[config.mk]
export PLATFORM = sky130hd
export DESIGN_NAME = riscv_alu_mdu
export DESIGN_NICKNAME = d
export VERILOG_FILES = /design/src/rtl/riscv_alu_pkg.sv /design/src/rtl/riscv_alu_mdu_divider.sv /design/src/rtl/riscv_alu_mdu.sv
export SDC_FILE = /design/constraint.sdc
export NUM_CORES = 2
export LEC_CHECK = 0
export ABC_AREA = 0
export CAP_MARGIN = 30
export CORE_UTILIZATION = 55
export CTS_CLUSTER_SIZE = 20
export DETAILED_ROUTE_END_ITERATION = 8
export GPL_TIMING_DRIVEN = 0
export PLACE_DENSITY_LB_ADDON = 0.15
export RECOVER_POWER = 100
export SLEW_MARGIN = 5
export SYNTH_ARGS = -nofsm -noshare
export SYNTH_HDL_FRONTEND = slang
export SYNTH_SLANG_ARGS = --single-unit
[constraint.sdc]
create_clock -name clk -period 6.1 [get_ports clk]
set_input_delay 1.22 -clock clk [delete_from_list [all_inputs] [get_ports clk]]
set_output_delay 1.22 -clock clk [all_outputs]
set_load 0.1 [all_outputs]
[src/rtl/riscv_alu_pkg.sv]
// Shared opcodes, FSM encoding and helpers for the ALU/MDU execute unit.
package riscv_alu_pkg;

  localparam logic [3:0] ALU_AND  = 4'd0;
  localparam logic [3:0] ALU_OR   = 4'd1;
  localparam logic [3:0] ALU_ADD  = 4'd2;
  localparam logic [3:0] ALU_SLTU = 4'd3;
  localparam logic [3:0] ALU_SUB  = 4'd6;
  localparam logic [3:0] ALU_SLT  = 4'd7;
  localparam logic [3:0] ALU_MUL  = 4'd8;
  localparam logic [3:0] ALU_MULH = 4'd9;
  localparam logic [3:0] ALU_DIV  = 4'd10;
  localparam logic [3:0] ALU_DIVU = 4'd11;
  localparam logic [3:0] ALU_NOR  = 4'd12;
  localparam logic [3:0] ALU_REM  = 4'd13;
  localparam logic [3:0] ALU_REMU = 4'd14;

  typedef enum logic [1:0] {
    ST_IDLE = 2'd0,
    ST_MUL  = 2'd1,
    ST_DIV  = 2'd2,
    ST_DONE = 2'd3
  } state_t;

  // Widest XLEN the magnitude helper supports; callers zero-extend and truncate.
  localparam int MAG_W = 64;

  // Two's-complement magnitude: negate when the sign flag is set, else pass through.
  function automatic logic [MAG_W-1:0] twos_mag(input logic [MAG_W-1:0] value,
                                                input logic             negative);
    return negative ? (~value + MAG_W'(1)) : value;
  endfunction

endpackage

[src/rtl/riscv_alu_mdu_divider.sv]
// Restoring radix-2 divider on unsigned magnitudes, one quotient bit per cycle.
// o_quotient/o_remainder show the values after the current step, so the parent
// can register the final answer on the same edge that o_done is high.
module riscv_iter_divider
  import riscv_alu_pkg::*;
#(
  parameter int XLEN = 32
) (
  input  logic            clk,
  input  logic            rst_n,
  input  logic            i_start,
  input  logic [XLEN-1:0] i_dividend,
  input  logic [XLEN-1:0] i_divisor,
  output logic            o_done,
  output logic [XLEN-1:0] o_quotient,
  output logic [XLEN-1:0] o_remainder
);

  localparam int CW = $clog2(XLEN + 1);

  logic            r_busy;
  logic [CW-1:0]   r_count;
  logic [XLEN-1:0] r_rem;
  logic [XLEN-1:0] r_quot;
  logic [XLEN-1:0] r_divisor;

  logic [XLEN:0]   w_shift;
  logic [XLEN:0]   w_diff;
  logic            w_fits;

  // Shift in the next dividend bit and try subtracting the divisor.
  assign w_shift     = {r_rem, r_quot[XLEN-1]};
  assign w_diff      = w_shift - {1'b0, r_divisor};
  assign w_fits      = ~w_diff[XLEN];
  assign o_remainder = w_fits ? w_diff[XLEN-1:0] : w_shift[XLEN-1:0];
  assign o_quotient  = {r_quot[XLEN-2:0], w_fits};
  assign o_done      = r_busy && (r_count == CW'(1));

  // Load operands on start, then run XLEN restoring steps.
  always_ff @(posedge clk or negedge rst_n) begin
    if (!rst_n) begin
      r_busy    <= 1'b0;
      r_count   <= '0;
      r_rem     <= '0;
      r_quot    <= '0;
      r_divisor <= '0;
    end else if (i_start) begin
      r_busy    <= 1'b1;
      r_count   <= CW'(XLEN);
      r_rem     <= '0;
      r_quot    <= i_dividend;
      r_divisor <= i_divisor;
    end else if (r_busy) begin
      r_rem   <= o_remainder;
      r_quot  <= o_quotient;
      r_count <= r_count - CW'(1);
      if (o_done) r_busy <= 1'b0;
    end
  end

endmodule

[src/rtl/riscv_alu_mdu.sv]
// Handshaked execute-stage ALU with iterative RV32M multiply/divide.
// Logic ops and divide special cases finish in one cycle; MUL/MULH iterate
// shift-add unless FAST_MUL, DIV/REM iterate in riscv_iter_divider.
module riscv_alu_mdu
  import riscv_alu_pkg::*;
#(
  parameter int XLEN     = 32,
  parameter bit FAST_MUL = 1'b0
) (
  input  logic            clk,
  input  logic            rst_n,
  input  logic            i_in_valid,
  output logic            o_in_ready,
  input  logic [3:0]      i_alu_ctl,
  input  logic [XLEN-1:0] i_a,
  input  logic [XLEN-1:0] i_b,
  output logic            o_out_valid,
  input  logic            i_out_ready,
  output logic [XLEN-1:0] o_result,
  output logic            o_zero
);

  localparam int CW = $clog2(XLEN + 1);

  state_t            r_state;
  state_t            w_next_state;
  logic [3:0]        r_op;
  logic              r_neg;
  logic [CW-1:0]     r_count;
  logic [2*XLEN-1:0] r_mcand;
  logic [2*XLEN-1:0] r_prod;
  logic [XLEN-1:0]   r_mplier;
  logic [XLEN-1:0]   r_result;
  logic              r_zero;

  logic              w_accept;
  logic              w_is_mul, w_is_div, w_div_signed, w_take_mag;
  logic              w_div_by_zero, w_div_ovf, w_to_mul, w_to_div, w_res_neg;
  logic [XLEN-1:0]   w_a_mag, w_b_mag, w_single_result;
  logic [2*XLEN-1:0] w_a_sx, w_b_sx, w_fast_prod;
  logic [2*XLEN-1:0] w_mul_sum, w_mul_full;
  logic [XLEN-1:0]   w_mul_result;
  logic              w_mul_last;
  logic              w_div_done;
  logic [XLEN-1:0]   w_div_quot, w_div_rem, w_div_result;

  assign w_accept      = i_in_valid && o_in_ready;
  assign w_is_mul      = (i_alu_ctl == ALU_MUL) || (i_alu_ctl == ALU_MULH);
  assign w_is_div      = (i_alu_ctl == ALU_DIV) || (i_alu_ctl == ALU_DIVU) ||
                         (i_alu_ctl == ALU_REM) || (i_alu_ctl == ALU_REMU);
  assign w_div_signed  = (i_alu_ctl == ALU_DIV) || (i_alu_ctl == ALU_REM);
  assign w_take_mag    = w_is_mul || w_div_signed;
  assign w_div_by_zero = (i_b == '0);
  assign w_div_ovf     = w_div_signed && (i_a == {1'b1, {(XLEN-1){1'b0}}}) && (i_b == '1);
  assign w_to_mul      = w_is_mul && !FAST_MUL;
  assign w_to_div      = w_is_div && !w_div_by_zero && !w_div_ovf;

  // Iterative units work on magnitudes; the sign is reapplied at the end.
  assign w_a_mag   = XLEN'(twos_mag(MAG_W'(i_a), w_take_mag && i_a[XLEN-1]));
  assign w_b_mag   = XLEN'(twos_mag(MAG_W'(i_b), w_take_mag && i_b[XLEN-1]));
  assign w_res_neg = (i_alu_ctl == ALU_REM) ? i_a[XLEN-1]
                                            : (w_take_mag && (i_a[XLEN-1] ^ i_b[XLEN-1]));

  assign w_a_sx      = {{XLEN{i_a[XLEN-1]}}, i_a};
  assign w_b_sx      = {{XLEN{i_b[XLEN-1]}}, i_b};
  assign w_fast_prod = $signed(w_a_sx) * $signed(w_b_sx);

  // Result of every operation that completes in the accept cycle.
  always_comb begin
    // NOTE: default first so every path assigns the output and no latch is inferred.
    w_single_result = '0;
    case (i_alu_ctl)
      ALU_AND:  w_single_result = i_a & i_b;
      ALU_OR:   w_single_result = i_a | i_b;
      ALU_ADD:  w_single_result = i_a + i_b;
      ALU_SUB:  w_single_result = i_a - i_b;
      ALU_SLTU: w_single_result = XLEN'(i_a < i_b);
      ALU_SLT:  w_single_result = XLEN'($signed(i_a) < $signed(i_b));
      ALU_NOR:  w_single_result = ~(i_a | i_b);
      ALU_MUL:  w_single_result = w_fast_prod[XLEN-1:0];
      ALU_MULH: w_single_result = w_fast_prod[2*XLEN-1:XLEN];
      ALU_DIV, ALU_DIVU: begin
        if (w_div_by_zero)  w_single_result = '1;
        else if (w_div_ovf) w_single_result = i_a;
      end
      ALU_REM, ALU_REMU: begin
        if (w_div_by_zero) w_single_result = i_a;
      end
      default: w_single_result = '0;
    endcase
  end

  // One shift-add step; the final step also applies the sign and picks the half.
  assign w_mul_sum    = r_prod + (r_mplier[0] ? r_mcand : '0);
  assign w_mul_full   = r_neg ? (~w_mul_sum + (2*XLEN)'(1)) : w_mul_sum;
  assign w_mul_result = (r_op == ALU_MULH) ? w_mul_full[2*XLEN-1:XLEN] : w_mul_full[XLEN-1:0];
  assign w_mul_last   = (r_count == CW'(1));

  riscv_iter_divider #(.XLEN(XLEN)) u_divider (
    .clk         (clk),
    .rst_n       (rst_n),
    .i_start     (w_accept && w_to_div),
    .i_dividend  (w_a_mag),
    .i_divisor   (w_b_mag),
    .o_done      (w_div_done),
    .o_quotient  (w_div_quot),
    .o_remainder (w_div_rem)
  );

  assign w_div_result = XLEN'(twos_mag(MAG_W'(((r_op == ALU_REM) || (r_op == ALU_REMU))
                                              ? w_div_rem : w_div_quot), r_neg));

  // State register.
  always_ff @(posedge clk or negedge rst_n) begin
    // NOTE: non-blocking assignments so all flops update together on the edge.
    if (!rst_n) r_state <= ST_IDLE;
    else        r_state <= w_next_state;
  end

  // Next-state logic.
  always_comb begin
    w_next_state = r_state;
    case (r_state)
      ST_IDLE: if (w_accept) w_next_state = w_to_mul ? ST_MUL : (w_to_div ? ST_DIV : ST_DONE);
      ST_MUL:  if (w_mul_last) w_next_state = ST_DONE;
      ST_DIV:  if (w_div_done) w_next_state = ST_DONE;
      ST_DONE: if (i_out_ready) w_next_state = ST_IDLE;
      default: w_next_state = ST_IDLE;
    endcase
  end

  // Handshake outputs decoded from state.
  always_comb begin
    o_in_ready  = (r_state == ST_IDLE);
    o_out_valid = (r_state == ST_DONE);
  end

  assign o_result = r_result;
  assign o_zero   = r_zero;

  // Operand capture, multiply iteration and result/zero registers.
  always_ff @(posedge clk or negedge rst_n) begin
    if (!rst_n) begin
      r_op     <= '0;
      r_neg    <= 1'b0;
      r_count  <= '0;
      r_mcand  <= '0;
      r_prod   <= '0;
      r_mplier <= '0;
      r_result <= '0;
      r_zero   <= 1'b0;
    end else if (w_accept) begin
      r_op     <= i_alu_ctl;
      r_neg    <= w_res_neg;
      r_count  <= CW'(XLEN);
      r_mcand  <= {{XLEN{1'b0}}, w_a_mag};
      r_prod   <= '0;
      r_mplier <= w_b_mag;
      if (!w_to_mul && !w_to_div) begin
        r_result <= w_single_result;
        r_zero   <= (w_single_result == '0);
      end
    end else if (r_state == ST_MUL) begin
      r_prod   <= w_mul_sum;
      r_mcand  <= r_mcand << 1;
      r_mplier <= r_mplier >> 1;
      r_count  <= r_count - CW'(1);
      if (w_mul_last) begin
        r_result <= w_mul_result;
        r_zero   <= (w_mul_result == '0);
      end
    end else if ((r_state == ST_DIV) && w_div_done) begin
      r_result <= w_div_result;
      r_zero   <= (w_div_result == '0);
    end
  end

endmodule

==> results by group <==
Floorplanning
  • Ports: 107
  • Placeable Area: 0.120 mm^2
  • Initial Utilization: 55.4%
  • Die area: 0.122 mm^2
  • Row cnt: 127
  • DIE HEIGHT: 350 um
  • Die X: 350 um

Drt
  • Initial DRC count: 9,535
  • Routed len/inst: 32.8 um
  • DRC viols: 26
  • Vias per cell: 6.71
  • Vias: 69,500
  • Top Layer Used: met5
  • Metal3 WL: 51.1 mm
  • Met2 Routed Length: 136 mm
  • Met1 wire length: 111 mm
  • DRT antenna net count: 0
  • DRT Pass-1 Iters: 9
  • Routed wire length: 340 mm

Clock network
  • CTS tree: yes
  • # clock sinks: 309
  • H-Tree Depth: 1
  • CTS root buf: clkbuf_16
  • Total CTS buffers: 31
  • Worst-Skew Late Latency: 0.65 ns
  • Worst-path clk slew: 0.07 ns
  • CTS max path bufs: 3
  • Cts hold-fix bufs: 0

Global route
  • Largest net degree at the start of global routing: 90
  • First-pass GRT wire length: 476 mm
  • Initial antenna violation count: 15
  • Global route overflow: 0
  • Global Route Usage Sum: 54.8%
  • Vias in the first global route: 67,500

Timing
  • Max frequency: 102 MHz
  • Final hold vios: 0
  • Slew at the pin closest to its max-slew limit: 3.26 ns
  • Minimum clock period: 9.81 ns
  • Final setup skew: 0.0244 ns
  • Unrepaired setup endpoints after global routing: yes
  • Final Cycle Share: 161%
  • Final setup margin: -3.71 ns
  • Slew margin rel.: -117%
  • Slew Limit Fails: 141
  • # setup viols final: 34

Layout
  • Finished Core Util: 68.7%
  • Filler cells: 9,428
  • Design area: 0.0825 mm^2
  • Share of layout cells above drive strength 1: 17.5%
  • Area growth syn-to-layout: 24.0%
  • Nets: 10,200

Yosys
  • Synth top area share: 32.7%
  • Async SR Flop Fraction: 100%
  • Post-synth EDFFs: 0
  • Synthesis warning total: 0
  • Count leader, synth: inv_1
  • Area contributors post-synth: fa_1 33%, dfrtp_1 12%, ha_1 7.3%, inv_1 6.2%, nor2_1 5.7%
  • FF+latch count, synth: 309
  • Synth top cells by count: 1,094 x inv_1, 1,086 x fa_1, 1,011 x nor2_1, 867 x nand2_1, 408 x clkbuf_1
  • Post-Syn Area: 0.0665 mm^2
  • Register area share after synthesis: 11.6%
  • Post-synthesis cell type count: 91
  • Post-synth top area cell: fa_1
  • Post-Syn Instances: 8,061
  • Syn Area/Cell: 8.25 um^2
  • Most used DFF post-synth: dfrtp_1
  • Net count after synthesis: 9,608

Placed design
  • Post-DP HPWL: 254 mm
  • Post-Place Setup Slack: -6.47 ns
  • Post-place instance area: 0.0719 mm^2
  • Placer congestion estimate: 1.17
  • IO Port Bufs: 106

Flow run
  • Max cap viols: 3

Run status
  • Violated checks: design-rule violations, max-capacitance violations, max-slew violations, negative setup slack
  • Run status: finished, violations left

Critical path
  • CP Class: in -> reg
  • Arrival @ worst endpoint: 10.38 ns
  • R2R setup slack: -3.27 ns
  • Slowest CP cell: ha_1
  • CP Launch Type: primary input
  • CP required: 6.68 ns
  • CP endpoint: o_zero
  • Nature of the critical path endpoint: flop
  • CP most frequent cell: fa_1
  • Crit path launch: i_b[13]
  • Critical path's largest stage delay: 0.67 ns
  • R2r endpoint: o_zero
  • Worst r2r src: r_mplier[0]
  • R2r worst-path depth: 23
  • Crit path max fanout: 8

Hold path
  • Worst Hold Class: reg -> reg
  • Hold depth: 2
  • Hold_sp: u_divider.r_divisor[13]
-- worst min path at each step --
stage	slack, ns	end
3_3_place_gp	0.46	u_divider.r_divisor[20]
3_5_place_dp	0.47	o_result[17]
5_1_grt	0.50	o_result[19]
4_1_cts	0.49	u_divider.r_divisor[13]
6_report	0.48	u_divider.r_divisor[13]
2_1_floorplan	0.45	u_divider.r_divisor[10]
-- registers in the layout, summed over array words and instances, names as in the netlist, 6 cells and up --
register             count
r_prod                  64
r_count                  6
u_divider.r_divisor     32
u_divider.r_rem         32
u_divider.r_count        6
o_result                32
r_mcand                 64
u_divider.r_quot        32
r_mplier                32
-- cell usage in the layout (no fill, tap or decap), types with 43 or more instances in the layout --
| cell type | n |
|---|---|
| a211oi_1 | 150 |
| a21o_1 | 77 |
| a21oi_1 | 364 |
| a31oi_1 | 53 |
| and2_1 | 92 |
| and3_1 | 43 |
| buf_12 | 78 |
| buf_4 | 394 |
| buf_6 | 81 |
| buf_8 | 45 |
| clkbuf_1 | 268 |
| clkbuf_16 | 133 |
| dfrtp_1 | 309 |
| fa_1 | 971 |
| fa_2 | 115 |
| ha_1 | 344 |
| inv_1 | 1027 |
| inv_2 | 44 |
| mux2i_1 | 140 |
| nand2_1 | 833 |
| nand3_1 | 108 |
| nand4_1 | 76 |
| nor2_1 | 867 |
| nor2_2 | 101 |
| nor2_4 | 43 |
| nor2b_1 | 92 |
| nor3_1 | 109 |
| nor4_1 | 44 |
| o211ai_1 | 79 |
| o21a_1 | 48 |
| o21ai_0 | 273 |
| xnor2_1 | 176 |
| xor2_1 | 62 |
-- stage by stage --
stage          setup TNS [ns]  std cells  hold slack, ns
6_report               -87.96      10400           0.480
5_1_grt               -129.53      10300           0.503
4_1_cts                -79.60      10200           0.487
3_5_place_dp          -285.77       9799           0.472
3_3_place_gp         -3304.95       9779           0.464
2_1_floorplan          -66.74       8061           0.450
-- area by class of cell --
class                           instances  area (um^2)  area share, %
Buffer                                485         5150           6.24
Clock inverter                         19          219          0.266
Inverter                             1135         5010           6.07
Multi-Input combinational cell       6119        55500           67.3
Sequential cell                       309         7730           9.38
Tap cell                             1612         2020           2.45
Clock buffer                           37          838           1.02
Timing Repair Buffer                  618         5960           7.23
Antenna cell                           16         40.0         0.0486
-- routing by layer --
layer / GRT usage [%] / up-vias
li1: - / 27800
met1: 63.1 / 33700
met2: 77.7 / 6000
met3: 22.9 / 2005
met4: 49.1 / 12
met5: 0.314 / -
-- cell families (layout without fill, tap and decap cells) --
logic type	count (synthesis)	in the layout	synth area share [%]
AO/OA/AOI/OAI	1569	1569	15.6
buffers and inverters	1633	2294	9.24
adder cells (fa/ha/maj)	1475	1475	40.0
multiplexers	154	154	2.36
AND/OR/NAND/NOR	2671	2671	17.9
XOR/XNOR	250	250	3.29
flip-flops	309	309	11.6
other	0	16	0
-- worst max-delay path, delay by kind of cell --
kind,cells,cell delay [ns]
AO/OA/AOI/OAI,5,1.22
adder cells (fa/ha/maj),10,5.09
buffers and inverters,5,0.63
AND/OR/NAND/NOR,10,2.20
-- repair_timing --
action | in CTS | in global routing
endpoints found under the setup margin | 133 | 33
resized for setup | 1211 | 347
cloned | 9 | 2
buffers inserted | 364 | 122
pin swaps | 264 | 227
Power is not shown: default switching activity piles up to over one toggle a cycle in this logic, so the estimate is an artifact.
